<file path="src/rtl/scfifo_flags.sv">
// Single-clock FIFO with a registered read port, fill level, programmable almost-full/empty
// thresholds, sticky overflow/underflow flags and a synchronous flush.
module scfifo_flags #(
  parameter int W        = 8,
  parameter int L        = 4,
  parameter int AF_LEVEL = 14,
  parameter int AE_LEVEL = 2
) (
  input  logic         clk,
  input  logic         reset,
  input  logic         clear,
  input  logic         wr,
  input  logic [W-1:0] data_in,
  input  logic         rd,
  output logic [W-1:0] data_out,
  output logic         data_valid,
  output logic         full,
  output logic         empty,
  output logic         almost_full,
  output logic         almost_empty,
  output logic [L:0]   count,
  output logic         overflow,
  output logic         underflow
);

  localparam int         DEPTH   = 1 << L;
  localparam logic [L:0] DEPTH_C = (L+1)'(DEPTH);
  localparam logic [L:0] AF_C    = (L+1)'(AF_LEVEL);
  localparam logic [L:0] AE_C    = (L+1)'(AE_LEVEL);
  localparam logic [L:0] PTR_ONE = (L+1)'(1);

  logic [W-1:0] mem_q [DEPTH];

  logic [L:0]   wr_ptr_q, wr_ptr_d;
  logic [L:0]   rd_ptr_q, rd_ptr_d;
  logic [W-1:0] dout_q, dout_d;
  logic         dvalid_q, dvalid_d;
  logic         ovf_q, ovf_d;
  logic         unf_q, unf_d;

  logic [L:0]   count_w;
  logic         full_w, empty_w;
  logic         wr_acc, rd_acc;

  // The extra pointer bit distinguishes full from empty when the low bits match.
  assign count_w = wr_ptr_q - rd_ptr_q;
  assign full_w  = (count_w == DEPTH_C);
  assign empty_w = (count_w == '0);

  assign wr_acc = !wr && !full_w  && !clear;
  assign rd_acc = !rd && !empty_w && !clear;

  always_comb begin
    wr_ptr_d = wr_ptr_q;
    rd_ptr_d = rd_ptr_q;
    dout_d   = dout_q;
    dvalid_d = 1'b0;
    ovf_d    = ovf_q;
    unf_d    = unf_q;
    if (clear) begin
      wr_ptr_d = '0;
      rd_ptr_d = '0;
      ovf_d    = 1'b0;
      unf_d    = 1'b0;
    end else begin
      if (!wr && full_w)  ovf_d = 1'b1;
      if (!rd && empty_w) unf_d = 1'b1;
      if (wr_acc) wr_ptr_d = wr_ptr_q + PTR_ONE;
      if (rd_acc) begin
        rd_ptr_d = rd_ptr_q + PTR_ONE;
        dout_d   = mem_q[rd_ptr_q[L-1:0]];
        dvalid_d = 1'b1;
      end
    end
  end

  always_ff @(posedge clk or posedge reset) begin
    if (reset) begin
      wr_ptr_q <= '0;
      rd_ptr_q <= '0;
      dout_q   <= '0;
      dvalid_q <= 1'b0;
      ovf_q    <= 1'b0;
      unf_q    <= 1'b0;
    end else begin
      wr_ptr_q <= wr_ptr_d;
      rd_ptr_q <= rd_ptr_d;
      dout_q   <= dout_d;
      dvalid_q <= dvalid_d;
      ovf_q    <= ovf_d;
      unf_q    <= unf_d;
    end
  end

  // Storage array is deliberately left out of reset.
  always_ff @(posedge clk) begin
    if (wr_acc) mem_q[wr_ptr_q[L-1:0]] <= data_in;
  end

  assign data_out     = dout_q;
  assign data_valid   = dvalid_q;
  assign full         = full_w;
  assign empty        = empty_w;
  assign almost_full  = (count_w >= AF_C);
  assign almost_empty = (count_w <= AE_C);
  assign count        = count_w;
  assign overflow     = ovf_q;
  assign underflow    = unf_q;

endmodule

</file>
<file path="config.mk">
export PLATFORM = sky130hd
export DESIGN_NAME = scfifo_flags
export DESIGN_NICKNAME = d
export VERILOG_FILES = /design/src/rtl/scfifo_flags.sv
export SDC_FILE = /design/constraint.sdc
export NUM_CORES = 1
export LEC_CHECK = 0
export CORE_MARGIN = 2
export CORE_UTILIZATION = 40
export CTS_BUF_LIST = sky130_fd_sc_hd__clkbuf_8
export CTS_CLUSTER_DIAMETER = 80
export DETAILED_ROUTE_END_ITERATION = 16
export GPL_ROUTABILITY_DRIVEN = 0
export GPL_TIMING_DRIVEN = 0
export HOLD_SLACK_MARGIN = 0.15
export SLEW_MARGIN = 20
export SYNTH_ARGS = -nofsm -noshare
export SYNTH_HDL_FRONTEND = slang
export SYNTH_SLANG_ARGS = --single-unit
</file>
<file path="constraint.sdc">
create_clock -name clk -period 4.9 [get_ports clk]
set_clock_uncertainty 0.2 [all_clocks]
set_input_delay 0.98 -clock clk [delete_from_list [all_inputs] [get_ports clk]]
set_output_delay 0.98 -clock clk [all_outputs]
set_load 0.005 [all_outputs]
</file>
* Yosys cells after proc, flatten, opt, wreduce, memory -nomap -nowiden
Memory sizes are Yosys's and may differ from the RTL's. A register that Yosys moved wholly into a read port is not among the register bits. Index checks and enable logic that the tools add are counted.
Word-level totals: bits in writable memories 128, output and inout port bits 20, word-level logic and storage cells 42, memories kept 1, bits in registers 13
Memories:
- mem_q | depth 16, width 8, read ports 1, clocked after Yosys merged registers in 1, write ports 1, line 32 | logic [W-1:0] mem_q [DEPTH];
Cells by class: bitwise gates (word level) 1, eq/ne operators 1, add/sub/neg operators 3, multiplexer cells 12, reductions and logical operators 17, magnitude comparators 2
Operators by type and width (number):
- $mux 5 | 4
- $add 5x1->5 const B | 2
- $mux 1 | 8
- $reduce_bool 2->1 | 4
- $logic_and 1x1->1 | 6
- $eq 5x5->1 const B | 1
- $ge 5x4->1 const B | 1
- $le 5x2->1 const B | 1
- $logic_not 1->1 | 5
- $logic_not 5->1 | 1
- $sub 5x5->5 | 1
- $reduce_and 2->1 | 1
- $not 1->1 | 1

* Logic depth before layout (Yosys ltp)
Gate-level depths: netlist of the first run.
word-level depth 7, mapped depth 9, depth with buffers taken out 9

* Worst setup path before layout of the first run
Ideal clock, no wire load.
kind register to register, from register rd_ptr_q[2], to memory mem_q[1][0] (enable), buffers on the path 2, path slack 1265 ps, library setup time 395 ps, stages on the path, launching flop included 10, arrival time 3040 ps, data required time 4305 ps, cell sequence dfrtp_1 -> clkbuf_1 -> inv_1 -> ha_1 -> xnor2_1 -> a211oi_1 -> nor2_1 -> o21ai_2 -> buf_2 -> nor4_1
Between the ends: longest elaborated chain between the ends 7
RTL lines:
- start: declaration | line 35 | logic [L:0] rd_ptr_q, rd_ptr_d;
- start signal: assignment | line 87 | rd_ptr_q <= rd_ptr_d;
- $sub 5x5->5 | line 46 | assign count_w = wr_ptr_q - rd_ptr_q;
- named net count[2] | line 21 | output logic [L:0] count,
- $eq 5x5->1 | line 47 | assign full_w = (count_w == DEPTH_C);
- $logic_not 1->1 | line 50 | assign wr_acc = !wr && !full_w && !clear;
- $logic_and 1x1->1 (2 in a row) | line 50
- $mux 1 | line 97 | if (wr_acc) mem_q[wr_ptr_q[L-1:0]] <= data_in;
- $mux 1 (not written as such) | line 97
- end: declaration | line 32
The timed path passes the listed nets, and every way through them passes these cells.

* Worst setup path in the final report of the first run
from register wr_ptr_q[0], to output almost_empty
Between the ends: longest elaborated chain between the ends 2
RTL lines:
- start: declaration | line 34 | logic [L:0] wr_ptr_q, wr_ptr_d;
- start signal: assignment | line 86 | wr_ptr_q <= wr_ptr_d;
- $sub 5x5->5 | line 46
- $le 5x2->1 | line 105 | assign almost_empty = (count_w <= AE_C);
- end: declaration | line 20 | output logic almost_empty,
Every way passes these cells.

==> results of run 1 <==
registers in the layout, summed over array words and instances, names as in the netlist:
name	count
overflow	1
mem_q	128
rd_ptr_q	5
data_valid	1
wr_ptr_q	5
data_out	8
underflow	1
report_power, final:
group          internal (uW)  total [uW]  switching [uW]
logic                    528        1040             516
registers               1450        1500            44.1
clock network            446         866             420
worst min path at each step:
stage,endpoint
after global routing,data_out[1]
final,data_out[3]
after floorplan,overflow
after global placement,data_out[3]
after detailed placement,data_out[3]
after CTS,data_out[3]
layout by cell type, fill, tap and decap left out, types with 3 or more instances in the layout:
cell type and n:
mux2_2 15, edfxtp_1 128, buf_2 13, o22ai_1 16, clkdlybuf4s50_1 31, nand2b_1 9
buf_4 7, nor4b_2 4, nand2_1 8, nor4_2 8, a211oi_1 5, clkinv_2 3
nor3_2 4, clkbuf_8 18, mux4_2 32, inv_1 19, a21oi_1 5, dfrtp_1 21
nand3_1 3, nor2_1 28, nor2b_1 4, ha_1 9, clkbuf_1 8
what timing repair did:
item                                    4_1_cts  5_1_grt
endpoints found under the setup margin        1        1
hold buffers                                  0        0
gates resized for setup                       0        1
routing by layer:
layer,up-vias,global-route usage (%),part of all wire (%)
met5,-,0,0
met4,0,7.563,2.6
met3,23,4.508,4.4
met2,80,28.69,49
met1,1724,22.43,44
li1,1499,-,-
worst max-delay path, stage by stage, from the launching register on:
cell and delay, ns:
dfrtp_1 0.44, inv_1 0.12, ha_1 0.23, fa_1 0.40, nand2b_1 0.17, a21oi_2 0.24, xor2_4 0.29, inv_2 0.16
a2111oi_0 0.40, clkdlybuf4s50_1 0.57
stage by stage:
stage | hold WS, ns | cell area (um2) | instances | worst slack [ns] | power [uW]
2_1_floorplan | 0.2860 | 6181 | 347 | 1.265 | 2146
3_3_place_gp | 0.2765 | 6726 | 566 | 0.01151 | 2554
3_5_place_dp | 0.2870 | 6907 | 580 | 0.4635 | 2582
4_1_cts | 0.3116 | 7259 | 611 | 0.1263 | 3444
5_1_grt | 0.3235 | 7271 | 611 | 0.01716 | 3601
6_report | 0.3051 | 7271 | 611 | 0.2384 | 3409
synthesized netlist by cell type (all sizes together) (8+ instances only):
cell,count
edfxtp,128
mux4,32
nor2,28
dfrtp,21
mux2,16
o22ai,16
inv,13
clkbuf,9
ha,9
nand2b,9
nand2,8
nor4,8
kinds of logic after synthesis:
group           count (synthesis)
compound gates                 34
flops                         149
mux                            50
buf+inv                        28
xor+xnor                        4
simple gates                   72
fa+ha+maj                      10
cell type report:
| type | count | area [um2] |
|---|---|---|
| Clock inverter | 14 | 108.9 |
| Buffer | 14 | 62.56 |
| Sequential cell | 149 | 4369 |
| Timing Repair Buffer | 45 | 395.4 |
| Inverter | 13 | 48.80 |
| Tap cell | 188 | 235.2 |
| Fill cell | 1279 | 7875 |
| Multi-Input combinational cell | 170 | 1803 |
| Clock buffer | 18 | 247.7 |
==> flow_summary.json, run 1 <==
{
  "status": "finished clean",
  "crit_path_max_fanout": 10,
  "port_buffers": 31,
  "grt-ovfl-total": 0,
  "drv_slew": 0,
  "ios": 33,
  "die_y_um": 128.3,
  "wl_per_cell_um": 21.35,
  "drive_gt1_share_pct": 26.48,
  "powerDensity_nw_per_um2": 468.8,
  "hold_violations": 0,
  "design.die.area_um2": 16460,
  "clkTransAtPathRegs_ns": 0.09,
  "antenna_found_initial": 0,
  "initial_core_util_pct": 40.81,
  "nNetsFinal": 433,
  "ant_nets": 0,
  "whs_path_depth": 1,
  "synth_adder_area_share_pct": 2.146,
  "critPathCaptureType": "output port",
  "startpoint": "wr_ptr_q[0]",
  "fin_crit_sh_pct": 95.14,
  "finalSetupViolations": 0,
  "clock-root-buffer": "clkbuf_8",
  "netlist_instances": 347,
  "synthDominantCellAreaShare_pct": 62.19,
  "cap_viol_max_count": 0,
  "area_growth_pct": 17.63,
  "synth_cell_types": 36,
  "cts_buffer_depth": 2,
  "yosys-top-cells-area": "edfxtp_1 (62%), mux4_2 (12%), dfrtp_1 (8.5%)",
  "worstPathRequired_ns": 3.72,
  "critPathLaunchType": "register",
  "drt-total-wl_um": 13050,
  "reg2reg_to": "mem_q[9][5]",
  "htree_num_levels": 4,
  "post_cts_buffers": 0,
  "synth_top_family_by_area": "multiplexers",
  "cts_buffers": 17,
  "relSlewSlack_pct": 34.91,
  "synthFlopType": "edfxtp_1",
  "drt-initial-drc-count": 181,
  "ys_seq_area_share_pct": 70.69,
  "synth-compound-area-share_pct": 3.785,
  "drc_errors": 0,
  "insertedDiodeCount": 0,
  "drtPass1Iterations": 4,
  "cts_tree": "done",
  "synth-simple-area-share_pct": 5.931,
  "synthArstFlopShare_pct": 14.09,
  "synth_mux_area_share_pct": 14.90,
  "synth-xor-area-share_pct": 0.6883,
  "grt_usage_pct": 17.57,
  "grt_pass1_wl_um": 20530,
  "ys_ff_latch": 149,
  "worstPathArrival_ns": 3.48,
  "finalCriticalPeriod_ns": 4.662,
  "tightest_slew_ns": 0.9703,
  "hp-start": "data_out[3]",
  "fmax_ghz": 0.2145,
  "syn_area_um2": 6181,
  "reg2reg_slack_ns": 0.88,
  "tns_ns": 0,
  "dieWidth_um": 128.3,
  "row_count": 45,
  "routed_via_density": 5.444,
  "clk_latency_ns": 0.45,
  "synth-edff-count": 128,
  "avgSynthCellArea_um2": 17.81,
  "crit_type": "reg -> out",
  "postLayoutCoreUtil_pct": 48.00,
  "irDropWorstVdd_mv": 0.1893,
  "core_um2": 15150,
  "leakage_uw": 0.002450,
  "grt_pass1_vias": 3476,
  "syn-num-nets": 370,
  "cts_sinks": 149,
  "grt_max_degree": 22,
  "rsz0062_at_grt": "false",
  "yosysWarnings": 0,
  "reg2reg_depth": 10,
  "r2r_start": "rd_ptr_q[1]",
  "via_count": 3326,
  "dp_hpwl_um": 8927,
  "min_path_type": "reg -> reg",
  "yosysTopAreaCell": "edfxtp_1",
  "cp-endpoint": "almost_empty"
}
(Power assumes the default switching activity.)
==> run 2: changes to the inputs <==
--- a/config.mk
+++ b/config.mk
@@ -5,6 +5,8 @@
 export SDC_FILE = /design/constraint.sdc
 export NUM_CORES = 1
 export LEC_CHECK = 0
+export ABC_CLOCK_PERIOD_IN_PS = 4900
+export CAP_MARGIN = 20
 export CORE_MARGIN = 2
 export CORE_UTILIZATION = 40
 export CTS_BUF_LIST = sky130_fd_sc_hd__clkbuf_8
==> run 2 against run 1 <==
  * Cell count up 0.16%
  * Critical path depth is the same
  * First-iteration DRC count is 1.1% lower
  * Register-to-register slack is essentially flat
  * Clock power is essentially flat
  * Combinational power barely moved
  * Count of clock-buffer cells in the layout did not move
  * Critical path type unchanged
==> flow_summary.json, run 2 (same netlist as run 1, synthesis figures left out) <==
{
  "status": "finished clean",
  "drv_slew": 0,
  "final_cell_mix": "edfxtp_1 (128), mux4_2 (32), clkdlybuf4s50_1 (31)",
  "grt_pass1_vias": 3476,
  "drtPass1Iterations": 5,
  "min_path_type": "reg -> reg",
  "design.die.area_um2": 16460,
  "drt-total-wl_um": 13070,
  "cts_buffer_depth": 2,
  "drive_gt1_share_pct": 26.65,
  "finalCriticalPeriod_ns": 4.671,
  "hold_ws_ns": 0.3039,
  "relSlewSlack_pct": 45.51,
  "clock-root-buffer": "clkbuf_8",
  "antenna_found_initial": 0,
  "critPathCaptureType": "output port",
  "htree_num_levels": 4,
  "drc_errors": 0,
  "crit_type": "reg -> out",
  "core_um2": 15150,
  "irDropWorstVdd_mv": 0.1890,
  "wl_per_cell_um": 21.36,
  "r2r_start": "rd_ptr_q[1]",
  "grt_max_degree": 22,
  "worstPathArrival_ns": 3.49,
  "dp_hpwl_um": 8927,
  "cap_viol_max_count": 0,
  "hold_violations": 0,
  "ios": 33,
  "tns_ns": 0,
  "cts_sinks": 149,
  "largest_reg_flops": 128,
  "clkTransAtPathRegs_ns": 0.08,
  "grt-ovfl-total": 0,
  "post_cts_buffers": 0,
  "insertedDiodeCount": 0,
  "reg2reg_depth": 10,
  "worstPathRequired_ns": 3.72,
  "grt_usage_pct": 17.57,
  "reg2reg_slack_ns": 0.88,
  "crit_path_max_fanout": 10,
  "port_buffers": 31,
  "finalPower_uw": 3409,
  "clk_latency_ns": 0.45,
  "ant_nets": 0,
  "routed_via_density": 5.454,
  "final_common_cell": "edfxtp_1",
  "fmax_ghz": 0.2141,
  "cts_tree": "done",
  "drt-initial-drc-count": 179,
  "die_y_um": 128.3,
  "dieWidth_um": 128.3,
  "nNetsFinal": 434,
  "powerDensity_nw_per_um2": 467.1,
  "row_count": 45,
  "critPathLaunchType": "register",
  "startpoint": "wr_ptr_q[0]",
  "grt_pass1_wl_um": 20530,
  "finalSetupViolations": 0,
  "rsz0062_at_grt": "false",
  "leakage_uw": 0.002462,
  "initial_core_util_pct": 40.81,
  "fin_crit_sh_pct": 95.32,
  "reg2reg_to": "mem_q[9][5]",
  "cts_buffers": 17,
  "cp-endpoint": "almost_empty",
  "via_count": 3338,
  "tightest_slew_ns": 0.8130,
  "area_growth_pct": 18.08
}
[run 2: changes by cell type in the layout (fill, tap and decap cells not counted)]
cell	delta
buf_16	+1
[run 2: area by class of cell]
class | count | area, um2
Timing Repair Buffer | 46 | 422.9
Buffer | 14 | 62.56
Clock inverter | 14 | 108.9
Clock buffer | 18 | 247.7
Tap cell | 188 | 235.2
Inverter | 13 | 48.80
Sequential cell | 149 | 4369
Multi-Input combinational cell | 170 | 1803
Fill cell | 1276 | 7848
[run 2: worst min path at each step]
stage | end | cells after the start | slack, ns | start
after floorplan | overflow | 2 | 0.29 | overflow
after global placement | data_out[3] | 1 | 0.28 | data_out[3]
after detailed placement | data_out[3] | 1 | 0.29 | data_out[3]
after CTS | data_out[3] | 1 | 0.31 | data_out[3]
after global routing | data_out[1] | 1 | 0.32 | data_out[1]
final | data_out[3] | 1 | 0.30 | data_out[3]
[run 2: stage by stage]
step	std cells	setup slack (ns)	instance area (um2)	utilization, %
finish	612	0.2291	7298	48.19
floorplan	347	1.265	6181	-
global route	612	0.01716	7298	48.19
global placement	566	0.01151	6726	44.41
CTS	611	0.1263	7259	47.93
detailed placement	580	0.4635	6907	45.60
[run 2: layer usage]
metal  share of wire (%)  GRT usage [%]  up-vias  routed length (um)
met3                 4.2          4.508       22                 544
li1                    -              -     1502                   -
met4                 2.6          7.563        0                 335
met2                  50          28.69       82                6490
met1                  44          22.43     1732                5700
met5                   0              0        -                   0
[run 2: timing repair]
action | in CTS | in global routing
hold buffers | 0 | 0
resized for setup | 0 | 1
endpoints found under the setup margin | 1 | 1
[run 2: worst max-delay path, stage by stage (launching register included)]
cell	delay (ns)
dfrtp_1	0.44
inv_1	0.12
ha_1	0.23
fa_1	0.40
nand2b_1	0.17
a21oi_2	0.25
xor2_4	0.29
inv_2	0.16
a2111oi_0	0.40
clkdlybuf4s50_1	0.57
[run 2: report_power, final]
group | switching [uW] | internal (uW) | total [uW] | leakage, uW
Sequential | 44.4 | 1450 | 1500 | 0.00142
Clock | 418 | 446 | 864 | 0.000214
Combinational | 517 | 530 | 1050 | 0.000825
Total | 979 | 2430 | 3410 | 0.00246
==> run 3: changes to the inputs <==
--- a/config.mk
+++ b/config.mk
@@ -15,6 +15,7 @@
 export GPL_ROUTABILITY_DRIVEN = 0
 export GPL_TIMING_DRIVEN = 0
 export HOLD_SLACK_MARGIN = 0.15
+export RECOVER_POWER = 25
 export SLEW_MARGIN = 20
 export SYNTH_ARGS = -nofsm -noshare
 export SYNTH_HDL_FRONTEND = slang
==> run 3 against run 2 <==
  * First-iteration DRC count is 3.4% higher
  * Combinational power about the same
  * Fmax increased by 0.22%
  * Global-route usage unchanged
  * Utilization decreased by 0.16 points
  * Flip-flop and latch count unchanged
  * Worst setup slack gained 0.010 ns
  * Cell area is 0.33% lower
  * Total power decreased by 0.16%
  * Largest cell class unchanged
  * Largest power group unchanged
==> flow_summary.json, run 3 (same netlist as run 1, synthesis figures left out) <==
{
  "r2r_start": "rd_ptr_q[1]",
  "grt_pass1_vias": 3476,
  "clock-root-buffer": "clkbuf_8",
  "grt-ovfl-total": 0,
  "critPathCaptureType": "output port",
  "via_count": 3322,
  "wl_per_cell_um": 21.24,
  "final_common_cell": "edfxtp_1",
  "routed_via_density": 5.428,
  "hold_violations": 0,
  "grt_max_degree": 22,
  "htree_num_levels": 4,
  "clk_latency_ns": 0.45,
  "dieWidth_um": 128.3,
  "worstPathRequired_ns": 3.72,
  "hold_path_end": "data_out[3]",
  "worstPathArrival_ns": 3.48,
  "largest_reg_flops": 128,
  "insertedDiodeCount": 0,
  "relSlewSlack_pct": 28.34,
  "finalSetupViolations": 0,
  "grt_pass1_wl_um": 20530,
  "met1_usage_pct": 22.43,
  "grt_usage_pct": 17.57,
  "status": "finished clean",
  "critPathLaunchType": "register",
  "fin_cells": 612,
  "design.die.area_um2": 16460,
  "hold_buffers": 0,
  "max_stage_delay_ns": 0.57,
  "powerDensity_nw_per_um2": 467.9,
  "crit_path_max_fanout": 10,
  "area_growth_pct": 17.69,
  "irDropWorstVdd_mv": 0.1889,
  "clkTransAtPathRegs_ns": 0.08,
  "reg2reg_depth": 10,
  "port_buffers": 31,
  "fillerInstances": 1280,
  "ant_nets": 0,
  "min_path_type": "reg -> reg",
  "finalCriticalPeriod_ns": 4.661,
  "drt-total-wl_um": 13000,
  "fmax_ghz": 0.2146,
  "drtPass1Iterations": 4,
  "post_cts_buffers": 0,
  "reg2reg_to": "mem_q[9][5]",
  "cap_viol_max_count": 0,
  "cts_buffer_depth": 2,
  "hp-start": "data_out[3]",
  "die_y_um": 128.3,
  "use_met2_pct": 28.69,
  "row_count": 45,
  "cts_tree": "done",
  "whs_path_depth": 1,
  "drive_gt1_share_pct": 26.42,
  "cts_buffers": 17,
  "placed_cells": 580,
  "drc_errors": 0,
  "busiest_layer": "met2",
  "final_cell_mix": "edfxtp_1 (128), mux4_2 (32), nor2_1 (28)",
  "cts_sinks": 149,
  "leakage_uw": 0.002452,
  "rsz0062_at_grt": "false",
  "drt-initial-drc-count": 185,
  "initial_core_util_pct": 40.81,
  "crit_chain": "inv_1, ha_1, fa_1, nand2b_1, a21oi_2, xor2_4, inv_2, a2111oi_0, clkdlybuf4s50_1",
  "drv_slew": 0,
  "use_met3_pct": 4.508,
  "fin_crit_sh_pct": 95.11,
  "critPathSlowestCell": "clkdlybuf4s50_1",
  "nNetsFinal": 434,
  "reg2reg_slack_ns": 0.93,
  "tns_ns": 0,
  "tightest_slew_ns": 1.075,
  "ios": 33,
  "antenna_found_initial": 0,
  "crit_type": "reg -> out",
  "dp_hpwl_um": 8927,
  "core_um2": 15150
}
==> run 3: per-layer routing <==
metal	wire length, um	vias to the layer above	share of wire (%)
met5	0	-	0
met4	318	0	2.4
met3	787	20	6.1
met2	6442	106	50
met1	5447	1689	42
li1	-	1507	-
==> run 3: worst max-delay path by stage <==
| stage | slack (ns) | startpoint | to |
|---|---|---|---|
| 3_3_place_gp | 0.01 | rd_ptr_q[2] | mem_q[1][7] |
| 5_1_grt | 0.02 | wr_ptr_q[0] | almost_empty |
| 2_1_floorplan | 1.27 | rd_ptr_q[2] | mem_q[1][0] |
| 3_5_place_dp | 0.46 | rd_ptr_q[2] | almost_empty |
| 4_1_cts | 0.13 | wr_ptr_q[0] | almost_empty |
| 6_report | 0.24 | wr_ptr_q[0] | almost_empty |
==> run 3: through the flow <==
stage / worst slack [ns] / hold slack [ns] / area, um2 / total power [uW] / util (%)
floorplan: 1.265 / 0.2860 / 6181 / 2146 / -
global placement: 0.01151 / 0.2765 / 6726 / 2554 / 44.41
detailed placement: 0.4635 / 0.2870 / 6907 / 2582 / 45.60
CTS: 0.1263 / 0.3116 / 7259 / 3444 / 47.93
global route: 0.01716 / 0.3235 / 7274 / 3600 / 48.03
finish: 0.2395 / 0.3042 / 7274 / 3404 / 48.03
==> run 3: layout make-up <==
type	count	area, um2	area share (%)
repair buffers	46	399.1	5.487
plain buffers	14	62.56	0.8600
flip-flops and latches	149	4369	60.06
clock inverters	14	108.9	1.496
multi-input cells	170	1803	24.79
clock buffers	18	247.7	3.406
inverters	13	48.80	0.6708
well taps	188	235.2	3.234
==> run 3: power by group <==
part | switching, uW | total [uW] | leakage (uW) | internal, uW
clock | 418 | 864 | 0.000214 | 446
sequential | 43.9 | 1500 | 0.00142 | 1450
combinational | 515 | 1040 | 0.000815 | 527
==> run 3: what timing repair did <==
item                       4_1_cts  5_1_grt
hold endpoints to repair         0        0
gates resized for setup          0        1
setup endpoints to repair        1        1
==> run 3: critical path, delay by kind of cell, from the launching register on <==
family                     cells  cell delay, ns
and+or+nand+nor                1            0.17
AOI/OAI and AO/OA              2            0.65
adders and majority gates      2            0.63
DFF                            1            0.44
xor gates and xnor gates       1            0.29
buffers and inverters          3            0.85
